### src/rtl/uart_rx_oversampled.sv
`default_nettype none
// ============================================================================
// uart_rx_oversampled : oversampling UART receiver with a one-word output buffer
// Revision 1.0
// ============================================================================
module uart_rx_oversampled #(
  parameter int DATA_BITS       = 8,
  parameter int OVERSAMPLE      = 16,
  parameter int CLKS_PER_SAMPLE = 27,
  parameter int PARITY_EN       = 0,
  parameter int PARITY_ODD      = 0,
  parameter int STOP_BITS       = 1
) (
  input  logic                 clock,
  input  logic                 reset_n,
  input  logic                 rx,
  output logic [DATA_BITS-1:0] data_out,
  output logic                 data_valid,
  input  logic                 data_ready,
  output logic                 framing_error,
  output logic                 parity_error,
  output logic                 overrun,
  input  logic                 clear_overrun,
  output logic                 busy
);

  localparam int CNT_W = (CLKS_PER_SAMPLE > 1) ? $clog2(CLKS_PER_SAMPLE) : 1;
  localparam int SC_W  = $clog2(OVERSAMPLE);
  localparam int BIT_W = $clog2(DATA_BITS + 1);

  typedef enum logic [2:0] {
    IDLE   = 3'd0,
    START  = 3'd1,
    DATA   = 3'd2,
    PARITY = 3'd3,
    STOP   = 3'd4,
    BREAK  = 3'd5
  } state_t;

  state_t               state_q, state_d;
  logic [1:0]           sync_q, sync_d;
  logic [CNT_W-1:0]     tick_cnt_q, tick_cnt_d;
  logic [SC_W-1:0]      sc_q, sc_d;
  logic [BIT_W-1:0]     bit_cnt_q, bit_cnt_d;
  logic [DATA_BITS-1:0] shreg_q, shreg_d;
  logic                 ferr_acc_q, ferr_acc_d;
  logic                 perr_acc_q, perr_acc_d;
  logic                 commit_q, commit_d;
  logic [DATA_BITS-1:0] data_q, data_d;
  logic                 valid_q, valid_d;
  logic                 fe_q, fe_d;
  logic                 pe_q, pe_d;
  logic                 ovr_q, ovr_d;
  logic                 busy_q, busy_d;
  logic                 rx_s;
  logic                 tick;
  logic                 last_sample;

  always_comb begin
    sync_d      = {sync_q[0], rx};
    rx_s        = sync_q[1];
    tick        = (tick_cnt_q == CNT_W'(CLKS_PER_SAMPLE - 1));
    tick_cnt_d  = tick ? '0 : tick_cnt_q + CNT_W'(1);
    last_sample = (sc_q == SC_W'(OVERSAMPLE - 1));

    state_d    = state_q;
    sc_d       = sc_q;
    bit_cnt_d  = bit_cnt_q;
    shreg_d    = shreg_q;
    ferr_acc_d = ferr_acc_q;
    perr_acc_d = perr_acc_q;
    commit_d   = 1'b0;

    if (tick) begin
      case (state_q)
        IDLE: begin
          if (!rx_s) begin
            state_d = START;
            sc_d    = '0;
          end
        end
        // The detecting tick is tick 0, so the check lands mid start bit.
        START: begin
          if (sc_q == SC_W'(OVERSAMPLE / 2 - 1)) begin
            sc_d       = '0;
            bit_cnt_d  = '0;
            ferr_acc_d = 1'b0;
            perr_acc_d = 1'b0;
            state_d    = rx_s ? IDLE : DATA;
          end else begin
            sc_d = sc_q + SC_W'(1);
          end
        end
        DATA: begin
          if (last_sample) begin
            sc_d      = '0;
            shreg_d   = {rx_s, shreg_q[DATA_BITS-1:1]};
            bit_cnt_d = bit_cnt_q + BIT_W'(1);
            if (bit_cnt_q == BIT_W'(DATA_BITS - 1)) begin
              bit_cnt_d = '0;
              state_d   = (PARITY_EN != 0) ? PARITY : STOP;
            end
          end else begin
            sc_d = sc_q + SC_W'(1);
          end
        end
        PARITY: begin
          if (last_sample) begin
            sc_d       = '0;
            perr_acc_d = ((^shreg_q) ^ rx_s) != 1'(PARITY_ODD);
            state_d    = STOP;
          end else begin
            sc_d = sc_q + SC_W'(1);
          end
        end
        STOP: begin
          if (last_sample) begin
            sc_d = '0;
            if (!rx_s) ferr_acc_d = 1'b1;
            if (bit_cnt_q == BIT_W'(STOP_BITS - 1)) begin
              commit_d = 1'b1;
              state_d  = rx_s ? IDLE : BREAK;
            end else begin
              bit_cnt_d = bit_cnt_q + BIT_W'(1);
            end
          end else begin
            sc_d = sc_q + SC_W'(1);
          end
        end
        BREAK: begin
          if (rx_s) state_d = IDLE;
        end
        default: state_d = IDLE;
      endcase
    end

    data_d  = data_q;
    valid_d = valid_q;
    fe_d    = fe_q;
    pe_d    = pe_q;
    ovr_d   = ovr_q;
    // A commit into a full, unacknowledged buffer drops the new word.
    if (commit_q && (!valid_q || data_ready)) begin
      data_d  = shreg_q;
      fe_d    = ferr_acc_q;
      pe_d    = perr_acc_q;
      valid_d = 1'b1;
    end else if (valid_q && data_ready) begin
      valid_d = 1'b0;
    end
    if (commit_q && valid_q && !data_ready) begin
      ovr_d = 1'b1;
    end else if (clear_overrun) begin
      ovr_d = 1'b0;
    end

    busy_d = (state_d != IDLE);
  end

  always_ff @(posedge clock or negedge reset_n) begin
    if (!reset_n) begin
      state_q    <= IDLE;
      sync_q     <= 2'b11;
      tick_cnt_q <= '0;
      sc_q       <= '0;
      bit_cnt_q  <= '0;
      shreg_q    <= '0;
      ferr_acc_q <= 1'b0;
      perr_acc_q <= 1'b0;
      commit_q   <= 1'b0;
      data_q     <= '0;
      valid_q    <= 1'b0;
      fe_q       <= 1'b0;
      pe_q       <= 1'b0;
      ovr_q      <= 1'b0;
      busy_q     <= 1'b0;
    end else begin
      state_q    <= state_d;
      sync_q     <= sync_d;
      tick_cnt_q <= tick_cnt_d;
      sc_q       <= sc_d;
      bit_cnt_q  <= bit_cnt_d;
      shreg_q    <= shreg_d;
      ferr_acc_q <= ferr_acc_d;
      perr_acc_q <= perr_acc_d;
      commit_q   <= commit_d;
      data_q     <= data_d;
      valid_q    <= valid_d;
      fe_q       <= fe_d;
      pe_q       <= pe_d;
      ovr_q      <= ovr_d;
      busy_q     <= busy_d;
    end
  end

  assign data_out      = data_q;
  assign data_valid    = valid_q;
  assign framing_error = fe_q;
  assign parity_error  = pe_q;
  assign overrun       = ovr_q;
  assign busy          = busy_q;

endmodule
`default_nettype wire

### config.mk
export PLATFORM = sky130hd
export DESIGN_NAME = uart_rx_oversampled
export DESIGN_NICKNAME = d
export VERILOG_FILES = /design/src/rtl/uart_rx_oversampled.sv
export SDC_FILE = /design/constraint.sdc
export NUM_CORES = 1
export LEC_CHECK = 0
export ABC_AREA = 1
export CELL_PAD_IN_SITES_DETAIL_PLACEMENT = 1
export CELL_PAD_IN_SITES_GLOBAL_PLACEMENT = 1
export CORE_MARGIN = 5
export CORE_UTILIZATION = 38
export CTS_CLUSTER_SIZE = 16
export DETAILED_ROUTE_END_ITERATION = 8
export PLACE_DENSITY = 0.83
export SLEW_MARGIN = 20
export SYNTH_ARGS = -nofsm -noshare
export SYNTH_HDL_FRONTEND = slang
export SYNTH_SLANG_ARGS = --single-unit
### constraint.sdc
create_clock -name clock -period 1.5 [get_ports clock]
set_clock_uncertainty 0.1 [all_clocks]
set_input_delay 0.3 -clock clock [delete_from_list [all_inputs] [get_ports clock]]
set_output_delay 0.3 -clock clock [all_outputs]
set_load 0.1 [all_outputs]
== After elaboration in Yosys (flattened, before gate mapping) ==
Cells that the tools add are included.
Word-level totals
  output and inout bits: 13
  register bits after elaboration: 42
  logic and storage cells: 95
Operators by class
  bitwise logic cells: 1
  reduce and logical (&&, ||, !) cells: 23
  muxes and demuxes: 37
  equal/unequal tests: 16
  $add $sub $neg: 3
Operator list (count)
  $mux 4: 8
  $mux 3: 10
  $pmux 4 s3: 2
  $pmux 3 s6: 1
  $ne 2x2->1 const B: 7
  $mux 1: 12
  $reduce_bool 3->1: 3
  $add 4x1->4 const B: 2
  $eq 4x3->1 const B: 2
  $reduce_bool 2->1: 4
  $reduce_xor 8->1: 1
  $eq 3x2->1 const B: 2
  $eq 3x3->1 const B: 2
  $reduce_and 3->1: 2
  $reduce_and 6->1: 1
  $add 5x1->5 const B: 1
  $eq 5x5->1 const B: 1
  $mux 5: 1
  $reduce_and 5->1: 1
  $eq 4x4->1 const B: 1
  $logic_and 1x1->1: 4
  $logic_not 4->1: 1
  $pmux 1 s2: 2
  $reduce_and 4->1: 1
  other kinds (7): 8

== Longest topological paths before layout ==
Gate-level depths: netlist of the first run.
  depth after elaboration: 6
  depth in mapped cells: 11
  depth with buffers taken out: 11

== Worst setup path before layout of the first run ==
OpenSTA, ideal clock, no wires.
  path kind: reg2reg
  start: register valid_q, in the netlist data_valid
  end: register data_q[4], in the netlist data_out[4]
  data arrival time: 1702 ps
  period minus slack after synthesis: 1884 ps
  setup slack: -384 ps
  buffers on the path: 1
  stages on the path, launching flop included: 6
  cell sequence: dfrtp_1 > nand2_1 > nand2_1 > clkbuf_1 > nand2_1 > o21ai_0
Between the ends
  longest elaborated chain between the ends: 3
Ends and longest elaborated chain
  start, declared: line 50  | logic valid_q, valid_d;
  start signal, assigned: line 188  | valid_q <= valid_d;
  $logic_not 1->1: line 143  | if (commit_q && (!valid_q || data_ready)) begin
  $logic_or 1x1->1: line 143
  $logic_and 1x1->1: line 143
  end signal, assigned: line 187  | data_q <= data_d;
  end, declared: line 49  | logic [DATA_BITS-1:0] data_q, data_d;
No other way between the ends.
A chain may end at the register's enable or synchronous reset.

== Final worst setup path of the first run ==
  start: register sc_q[0]
  end: register bit_cnt_q[0]
Between the ends
  longest elaborated chain between the ends: 3
Ends and longest elaborated chain
  start, declared: line 43  | logic [SC_W-1:0] sc_q, sc_d;
  start signal, assigned: line 165  | sc_q <= '0;
  start signal, assigned: line 181  | sc_q <= sc_d;
  $eq 4x3->1 / $eq 4x4->1 (equally long branches): line 84, 64
  $ne 2x2->1 (no line)
  $reduce_and 6->1 (no line) *
  end signal, assigned: line 182  | bit_cnt_q <= bit_cnt_d;
  end, declared: line 44  | logic [BIT_W-1:0] bit_cnt_q, bit_cnt_d;
Every way passes the cells marked *; elsewhere a longest branch is shown, timed or not.

==> flow_summary.yaml, run 1 <==
synth:
  synth_nets: 292
  synth_common_cells: "nand2_1 (96), dfrtp_1 (40), inv_1 (33), nor2_1 (28), nand3_1 (17)"
  ys_warn_count: 0
  synth_most_common_cell: "nand2_1"
  avgSynthCellArea_um2: 7.73
  synth-seq-cells: 42
  yosys.area.top_type: "dfrtp_1"
  async_reset_ff_frac: 1.00
  synth_area_leaders: "dfrtp_1 (46%), nand2_1 (17%), inv_1 (5.7%)"
  yosys_most_used_dff: "dfrtp_1"
  synthDistinctLibCells: 28
  ys_seq_area_frac: 0.483
  synth_area_mm2: 0.00218
  postSynthCellCount: 282
  netlist.area_leader.share: 0.459
  synth_enable_flop_cells: 0
setup_path:
  critPathCaptureType: "register"
  arrival_ps: 1800
  crit_required_ps: 1590
  cp-start-kind: "register"
  path_class: "register to register"
  path_max_fanout: 4
sta:
  rsz0062_at_grt: "yes"
  setup_viol: 22
  slew_violations: 0
  tightest_slew_ps: 309
  fmax_mhz: 584
  post-route-period-util: 1.14
  hold_viol_final: 0
  relSlewSlack: 0.793
  fin_ws_ps: -213
  period_minus_slack_ps: 1710
cells_and_area:
  syn2layout_area_growth_pct: 50.2
  layout.nets: 361
  fillers: 649
  drive_gt1_frac: 0.395
  final_util: 0.591
  n_antenna_cell: 0
placed_design:
  place.gp.congestion: 0.879
  place_hpwl_um: 4290
  preCtsSetupSlack_ps: -296
  io_buffers: 17
routing:
  routed_wirelength_um: 6990
  antenna_left: 0
  drc: 0
  wl_per_cell_um: 16.5
  firstDrtPassIters: 4
  drt_iter0_markers: 54
  avgViaCountPerCell: 5.04
  via_count: 2135
floorplanning:
  dieArea_mm2: 0.00735
  io_pins: 18
  die_y_um: 85.7
  core_area_mm2: 0.00554
  die_x_um: 85.7
  initial_core_util: 0.393
  placementRows: 27
clock_network:
  cts-root-buf: "clkbuf_8"
  htreeDepth: 2
  cts_buffer_depth: 2
  cts_buffers: 5
  cts.sinks: 42
  worstSkewPairLatency_ps: 290
  tritoncts: "yes"
  path_clk_slew_ps: 80
global_route:
  overflow: 0
  grt_pass1_vias: 2356
  grt_max_degree: 43
  antenna_found_initial: 0
  track_usage: 0.189
  grt_first_pass_wirelength_um: 11100
hold_path:
  hp-class: "register to register"
power_and_ir_drop:
  leakagePower_nw: 1.58
  power.density_mw_per_mm2: 623
  power_mw: 2.04
  ir_drop_v: 0.000394
outcome:
  violations: "negative setup slack"
  outcome: "finished with violations"
flow_run:
  cap_violations: 0
==> layer usage <==
metal,global-route usage,wire (µm)
met1,0.209,2710
met2,0.357,3900
met3,0.0365,200
met4,0.0619,183
met5,0,0
==> layout make-up <==
class	instances	area, µm²	share of cell area
sequential	42	1060	0.323
multi-input combinational	201	1190	0.364
timing repair buffer	65	706	0.216
inverter	36	135	0.0413
clock inverter	1	5.00	0.00153
clock buffer	7	86.3	0.0264
tap	72	90.1	0.0275
==> sequential cells by signal (all words and copies together) (netlist names), 2 cells and up <==
name,flops
data_out,8
shreg_q,8
bit_cnt_q,4
tick_cnt_q,5
sync_q,2
state_q,3
sc_q,4
==> kinds of logic after synthesis <==
kind of cell,Yosys count,synth area share
adder cells (fa/ha/maj),5,0.0287
flip-flops,42,0.483
AND/OR/NAND/NOR,156,0.304
multiplexers,3,0.0155
AO/OA/AOI/OAI,30,0.0712
XOR/XNOR,7,0.0281
buffers and inverters,39,0.0695
==> critical path, stage by stage (launching register included) <==
cell and delay, ps:
dfrtp_1 410, ha_4 170, nand2_4 70, nor2_4 170, buf_6 160, nor2_2 60
nor2_2 80, nand3b_1 190, nand2_1 140, o21ai_1 60
==> repair_timing <==
item,in CTS,in global routing
endpoints found under the hold margin,40,0
endpoints found under the setup margin,22,28
setup buffers,9,6
hold buffers,1,0
gates resized for setup,31,43
pin swaps,15,21
==> report_power, final <==
group          switching [mW]  internal, mW
Combinational          0.0773        0.0462
Clock                   0.399         0.372
Sequential            0.00587          1.14
Total                   0.482          1.56
==> placed cells by master (no fill, tap or decap), types with 2 or more instances in the layout <==
| cell | n |
|---|---|
| nor2_4 | 5 |
| buf_4 | 40 |
| buf_12 | 15 |
| clkbuf_8 | 6 |
| nor2_2 | 11 |
| mux2_2 | 3 |
| o21ai_0 | 13 |
| xnor2_1 | 3 |
| nor2_1 | 15 |
| nand4_1 | 2 |
| buf_6 | 4 |
| nand2_4 | 5 |
| nand2_2 | 18 |
| inv_1 | 27 |
| ha_1 | 3 |
| dfstp_2 | 2 |
| nand3_1 | 14 |
| nor3_1 | 2 |
| dfrtp_1 | 38 |
| o21ai_1 | 7 |
| nand3_4 | 2 |
| inv_2 | 9 |
| clkdlybuf4s50_1 | 3 |
| xor2_1 | 4 |
| nand2_1 | 77 |
| o21ai_2 | 5 |
| a21oi_4 | 2 |
| nand3_2 | 2 |
==> path summary, 6_finish.rpt <==
kind                                 to      start  slack (ps)  cells after the start
max                        bit_cnt_q[0]    sc_q[0]        -210                      9
min                           sync_q[1]  sync_q[0]         260                      0
max reg2reg                bit_cnt_q[0]    sc_q[0]        -210                      9
min reg2reg                   sync_q[1]  sync_q[0]         260                      0
max in group asynchronous     sync_q[0]    reset_n         630                      3
min in group asynchronous   data_out[1]    reset_n         400                      3
==> per-stage QoR <==
stage          cells  cell area, µm²  hold slack [ps]  setup TNS, ps
5_1_grt          424            3270              269          -5610
2_1_floorplan    282            2190            -95.6              0
3_3_place_gp     400            2810              192          -3090
3_5_place_dp     400            2810              193          -5430
6_report         424            3270              260          -3280
4_1_cts          418            3080              261          -1060
No activity file was read; power rests on OpenSTA's default activity.
==> run 2: changes to the inputs <==
--- a/config.mk
+++ b/config.mk
@@ -9,10 +9,10 @@
 export CELL_PAD_IN_SITES_DETAIL_PLACEMENT = 1
 export CELL_PAD_IN_SITES_GLOBAL_PLACEMENT = 1
 export CORE_MARGIN = 5
-export CORE_UTILIZATION = 38
+export CORE_UTILIZATION = 42
 export CTS_CLUSTER_SIZE = 16
 export DETAILED_ROUTE_END_ITERATION = 8
-export PLACE_DENSITY = 0.83
+export PLACE_DENSITY = 0.87
 export SLEW_MARGIN = 20
 export SYNTH_ARGS = -nofsm -noshare
 export SYNTH_HDL_FRONTEND = slang
==> constraint.sdc (replaced) <==
create_clock -name clock -period 1.75 [get_ports clock]
set_clock_uncertainty 0.1 [all_clocks]
set_input_delay 0.35 -clock clock [delete_from_list [all_inputs] [get_ports clock]]
set_output_delay 0.35 -clock clock [all_outputs]
set_load 0.1 [all_outputs]
==> flow_summary.yaml, run 2 (synthesis results as in run 1) <==
outcome:
  outcome: "finished, final reports clean"
sta:
  fin_ws_ps: 24.2
  whs_ps: 261
  fmax_mhz: 579
  period_minus_slack_ps: 1730
  relSlewSlack: 0.696
  tightest_slew_ps: 456
  setup_viol: 0
  hold_viol_final: 0
  slew_violations: 0
  post-route-period-util: 0.986
setup_path:
  path_max_fanout: 3
  crit_required_ps: 1840
  arrival_ps: 1820
  reg2reg_depth: 12
  regToRegSetupSlack_ps: 20
  path_class: "register to register"
  critPathCaptureType: "register"
  cp-start-kind: "register"
global_route:
  grt_pass1_vias: 2062
  overflow: 0
  track_usage: 0.177
  antenna_found_initial: 0
  grt_max_degree: 25
  grt_first_pass_wirelength_um: 9080
routing:
  wl_per_cell_um: 14.7
  routed_wirelength_um: 5740
  wl_met3_um: 211
  drc: 0
  avgViaCountPerCell: 5.07
  antenna_left: 0
  dr_wl_met2_um: 3080
  drt_iter0_markers: 59
  firstDrtPassIters: 4
  via_count: 1978
  routed.top_layer: "met4"
  wl_met1_um: 2340
placed_design:
  preCtsSetupSlack_ps: -2.34
  io_buffers: 17
  place_hpwl_um: 3990
  place.gp.congestion: 0.926
  place_area_mm2: 0.00261
floorplanning:
  placementRows: 26
  die_x_um: 82.0
  initial_core_util: 0.429
  dieArea_mm2: 0.00673
  die_y_um: 82.0
  io_pins: 18
  core_area_mm2: 0.00507
cells_and_area:
  layout.nets: 329
  fillers: 625
  syn2layout_area_growth_pct: 31.6
  n_antenna_cell: 0
  fin_area_mm2: 0.00287
  drive_gt1_frac: 0.250
  mostFrequentLayoutCell: "nand2_1"
  final_cell_mix: "nand2_1 (89), dfrtp_1 (37), inv_1 (28), nor2_1 (24), nand3_1 (17)"
hold_path:
  whs_path_depth: 0
  hp-class: "register to register"
power_and_ir_drop:
  ir_drop_v: 0.000403
  power_mw: 1.72
  leakagePower_nw: 1.35
  power.density_mw_per_mm2: 600
clock_network:
  cts_buffer_depth: 2
  path_clk_slew_ps: 80
  cts-root-buf: "clkbuf_8"
  cts.sinks: 42
  htreeDepth: 2
  worstSkewPairLatency_ps: 290
  cts_buffers: 5
  tritoncts: "yes"
flow_run:
  cap_violations: 0
## run 2: changes by cell type in the layout (fill, tap and decap cells not counted), sizes merged
| cell | before | now |
|---|---|---|
| clkbuf | 7 | 6 |
| buf | 61 | 29 |
| clkinvlp | 0 | 1 |
## run 2: area by class of cell
class	count	area, µm²	share of cell area
clock buffer	6	82.6	0.0288
tap	70	87.6	0.0305
timing repair buffer	33	438	0.153
inverter	36	138	0.0480
sequential	42	1060	0.369
multi-input combinational	201	1050	0.367
clock inverter	2	12.5	0.00436
## run 2: worst paths after layout
kind / from / to
setup / recovery: sc_q[0] / busy
min in group asynchronous: reset_n / busy
hold reg to reg: sync_q[0] / sync_q[1]
setup reg to reg: sc_q[0] / busy
max in group asynchronous: reset_n / sync_q[1]
hold / removal: sync_q[0] / sync_q[1]
## run 2: per-layer routing
layer | vias to the layer above | GRT usage
li1 | 950 | -
met1 | 973 | 0.199
met2 | 44 | 0.330
met3 | 11 | 0.0307
met4 | 0 | 0.0664
met5 | - | 0
## run 2: repair_timing
item,in CTS,in global routing
endpoints found under the setup margin,13,20
resized for setup,2,30
pin swaps,0,9
endpoints found under the hold margin,18,0
hold buffers,1,0
buffers inserted,0,8
cloned,0,0
## run 2: report_power, final
group | switching [mW] | internal, mW
logic | 0.0546 | 0.0274
registers | 0.00722 | 0.976
clock network | 0.338 | 0.317
## run 2: critical path: stages (launching register included)
cell,delay [ps]
dfrtp_1,390
ha_2,210
nand2_4,100
nor2_4,60
buf_4,140
nand2_2,60
nand2_1,60
nor2_1,100
nand2_1,60
nand2_1,70
nand2_1,90
nor2_2,120
nand2_1,50
## run 2: stage by stage
step,cells,util,TNS [ps]
final,390,0.565,0
after global routing,390,0.565,-254
after CTS,382,0.537,-18.8
after detailed placement,373,0.515,-2.34
after global placement,373,0.515,0
after floorplan,282,-,0
==> patch 1 (flow settings as in run 1) <==
The parameter `OVERSAMPLE` goes from 16 to 8.
--- a/src/rtl/uart_rx_oversampled.sv
+++ b/src/rtl/uart_rx_oversampled.sv
@@ -5,7 +5,7 @@
 // ============================================================================
 module uart_rx_oversampled #(
   parameter int DATA_BITS       = 8,
-  parameter int OVERSAMPLE      = 16,
+  parameter int OVERSAMPLE      = 8,
   parameter int CLKS_PER_SAMPLE = 27,
   parameter int PARITY_EN       = 0,
   parameter int PARITY_ODD      = 0,
Formal check against the unedited RTL: same outputs for any inputs over 10 cycles, from zero or initial values and one cycle with reset_n low; that may be too few to reach the edited logic, so the function may still have changed.
==> patch 1 against run 1 <==
- the flow still finishes with violations (setup timing)
- worst setup slack got worse by 20 ps
- highest routed layer unchanged
- sequential cell count is 1 lower
- power rose by 13%
- routed wire length increased by 16%
- die area increased by 3.9%
- final area grew 1.9%
- synthesized cell count rose by 3.5%
- critical path type unchanged
- critical endpoint is now ferr_acc_q
- synthesized area grew 4.4%
- hold slack got worse by 1.5 ps
- count of clock-buffer cells in the layout is 2 lower
- via count is 9.9% higher
==> patch 1: results (changes against run 1) <==
[route]
postRouteWirelength_mm = 8.102  ; +16%
wl_met2_mm = 4.158  ; +6.6%
drt_iter0_drc = 181  ; +240%
wl_met3_um = 390  ; +95%
wl_met1_mm = 3.193  ; +18%

[outcome]
status = complete, but fails checks
violations = setup timing

[grt]
met3_usage = 0.03879  ; +0.002286
grt_max_degree = 42  ; -2.3%
use_met1 = 0.2318  ; +0.02248
grt_pass1_vias = 2506  ; +6.4%

[cells_and_area]
multi_input_area_share = 0.3786  ; +0.01432
num-nonclk-inverters = 39  ; +8.3%
nets = 374  ; +3.6%
fillers = 684  ; +5.4%
drive_gt1_frac = 0.3767  ; -0.01816
clk_share = 0.04015  ; +0.01224
utilization = 0.5665  ; -0.02425
nonClkBufAreaFrac = 0.1966  ; -0.01897
fin_cells = 436  ; +2.8%
n_all_buffers = 62  ; -4.6%
seqAreaFraction = 0.3103  ; -0.01308

[power_and_ir_drop]
p_leak_nw = 1.589  ; +0.75%
power_clock_mw = 1.08  ; +40%
vdd_ir_drop_max_mv = 0.3708  ; -5.8%
switchingPower_mw = 0.4978  ; +3.3%

[floorplan]
die-area_um2 = 7637  ; +3.9%

[setup_path]
crit_arrival_ps = 1860  ; +60 ps
crit_fanout = 6  ; +2
crit_path_start = tick_cnt_q[0]

[placed_design]
place_hpwl_mm = 4.643  ; +8.1%
gp_congestion = 0.8575  ; -2.5%
dp_cells = 416  ; +4.0%

[synthesis]
ys_seq_area_frac = 0.4519  ; -0.03146
avgSynthCellArea_um2 = 7.794  ; +0.84%
ys_seq_elements = 41  ; -2.4%
yosys-top-cells-count = nand2_1, dfrtp_1, inv_1, nand3_1, o21ai_0

[timing]
setup_ws_ps = -232.7  ; -19.64 ps
setup_violations = 20  ; -9.1%
hold_ws_ps = 258.8  ; -1.528 ps

-- patch 1: changes by cell type after synthesis, moves of 4 or more --
cell / run 1 / this run
ha_1: 5 / 9
nor2_1: 28 / 15
o21ai_2: 0 / 9
nand2_1: 96 / 109
o21ai_1: 12 / 2
-- patch 1: what timing repair did --
| action | CTS | global route |
|---|---|---|
| cloned | 1 | 0 |
| hold endpoints to repair | 39 | 0 |
| resized for setup | 25 | 18 |
| setup endpoints to repair | 21 | 22 |
| hold buffers | 1 | 0 |
| pin swaps | 10 | 13 |
| setup buffers | 3 | 7 |
-- patch 1: cells by family (layout without fill, tap and decap cells) --
family,Yosys count,after routing,synth area share
flip-flops,41,41,0.4519
XOR/XNOR,2,2,0.007698
AND/OR/NAND/NOR,161,162,0.3084
multiplexers,1,1,0.004947
buffers and inverters,41,109,0.07092
adder cells (fa/ha/maj),9,9,0.04948
AO/OA/AOI/OAI,37,37,0.1067
==> patch 2 (config.mk and constraints of run 1) <==
Without the edit above. `shreg_q` no longer has a reset.
--- a/src/rtl/uart_rx_oversampled.sv
+++ b/src/rtl/uart_rx_oversampled.sv
@@ -164,7 +164,6 @@
       tick_cnt_q <= '0;
       sc_q       <= '0;
       bit_cnt_q  <= '0;
-      shreg_q    <= '0;
       ferr_acc_q <= 1'b0;
       perr_acc_q <= 1'b0;
       commit_q   <= 1'b0;
@@ -180,7 +179,6 @@
       tick_cnt_q <= tick_cnt_d;
       sc_q       <= sc_d;
       bit_cnt_q  <= bit_cnt_d;
-      shreg_q    <= shreg_d;
       ferr_acc_q <= ferr_acc_d;
       perr_acc_q <= perr_acc_d;
       commit_q   <= commit_d;
@@ -193,6 +191,10 @@
     end
   end
 
+  always_ff @(posedge clock) begin
+    shreg_q <= shreg_d;
+  end
+
   assign data_out      = data_q;
   assign data_valid    = valid_q;
   assign framing_error = fe_q;
Function: same outputs for any inputs over 10 cycles, from zero or initial values and one cycle with reset_n low; that may be too few to reach the edited logic, so the function may still have changed.
==> patch 2 against run 1 <==
- the flow still finishes with violations (setup timing)
- core utilization down 2.6 points
- sequential cell count unchanged
- worst setup slack better by 42 ps
- power up 0.76%
- die area down 0.92%
- critical path depth unchanged
- routed wire length down 12%
- synthesized area down 1.0%
- final area down 5.0%
- critical path type unchanged
- critical endpoint is now state_q[0]
- highest routed layer unchanged
==> patch 2: results (changes against run 1) <==
[synthesis]
ys_types = 30  ; +7.1%
synth-async-reset-ratio = 0.8095  ; -0.1905
yosys-top-cells-count = nand2_1, dfrtp_1, inv_1, nor2_1, nand3_1
ys_seq_area_frac = 0.5070  ; +0.02361
syn_nets = 261  ; -11%
syn_inst = 251  ; -11%

[placed_design]
dp_cells = 363  ; -9.3%
post-place-ws_ps = -161.3  ; +134.9 ps
post_dp_cell_area_um2 = 2774  ; -1.1%

[setup_path]
crit_arrival_ps = 1760  ; -40 ps

[timing]
setup_violations = 21  ; -4.5%
worst_pin_slew_ps = 329.6  ; +20.27 ps
setup_ws_ps = -170.7  ; +42.41 ps

[outcome]
violations = setup timing
status = complete, but fails checks

[power_and_ir_drop]
p_leak_nw = 1.457  ; -7.6%
vdd_ir_drop_max_mv = 0.4320  ; +9.7%
p_sw_frac = 0.2518  ; +0.01548

[grt]
met3_usage = 0.03204  ; -0.004465
use_met1 = 0.1976  ; -0.01170
met2_usage = 0.3136  ; -0.04379

[cells_and_area]
seqAreaFraction = 0.3539  ; +0.03047
multi_input_gates = 177  ; -12%
multi_input_area_share = 0.3502  ; -0.01406
fillers = 627  ; -3.4%
syn2layout_area_growth_pct = 44.08

[route]
wire_per_inst_um = 16.00  ; -3.0%
route.vias.total = 1959  ; -8.2%
postRouteWirelength_mm = 6.144  ; -12%

[worst_hold_path]
hold_path.class = input port to async pin

-- patch 2: cell count changes in the layout (fill, tap and decap cells not counted), moves of 4 or more --
cell      before  now
edfxtp_1       0    8
inv_2          9    4
buf_6          4    0
inv_1         27   22
nand2_2       18   13
dfrtp_1       38   29
nand2_1       77   67
-- patch 2: routing by layer --
metal,vias to the layer above,share of wire
met4,0,0.015
met5,-,0
met1,993,0.41
met3,12,0.027
met2,35,0.54
li1,919,-
-- patch 2: logic make-up after synthesis --
family,Yosys count,synth area share
AO/OA/AOI/OAI,23,0.05743
XOR/XNOR,7,0.02842
adder cells (fa/ha/maj),5,0.02900
buffers and inverters,32,0.06090
flip-flops,42,0.5070
multiplexers,4,0.02088
AND/OR/NAND/NOR,138,0.2964
-- patch 2: repair_timing --
action                     CTS  global route
setup endpoints to repair   21            27
gates resized for setup     19            25
hold endpoints to repair     0             0
setup buffers                8             5
pin swaps                    9            14
-- patch 2: power groups by stage --
| stage | combinational, mW | sequential (mW) | clock, mW |
|---|---|---|---|
| after global routing | 0.116 | 1.18 | 0.841 |
| final | 0.106 | 1.17 | 0.775 |
| after floorplan | 0.0296 | 1.20 | 0 |
| after global placement | 0.0897 | 1.20 | 0 |
| after detailed placement | 0.0921 | 1.20 | 0 |
| after CTS | 0.0983 | 1.17 | 0.790 |
-- patch 2: worst max path at each step --
stage | from | end | slack [ps]
floorplan | sc_q[0] | busy | -5
global placement | tick_cnt_q[0] | bit_cnt_q[1] | -110
detailed placement | sc_q[0] | busy | -160
CTS | sc_q[1] | busy | -120
global route | bit_cnt_q[1] | state_q[0] | -260
finish | sc_q[0] | state_q[0] | -170
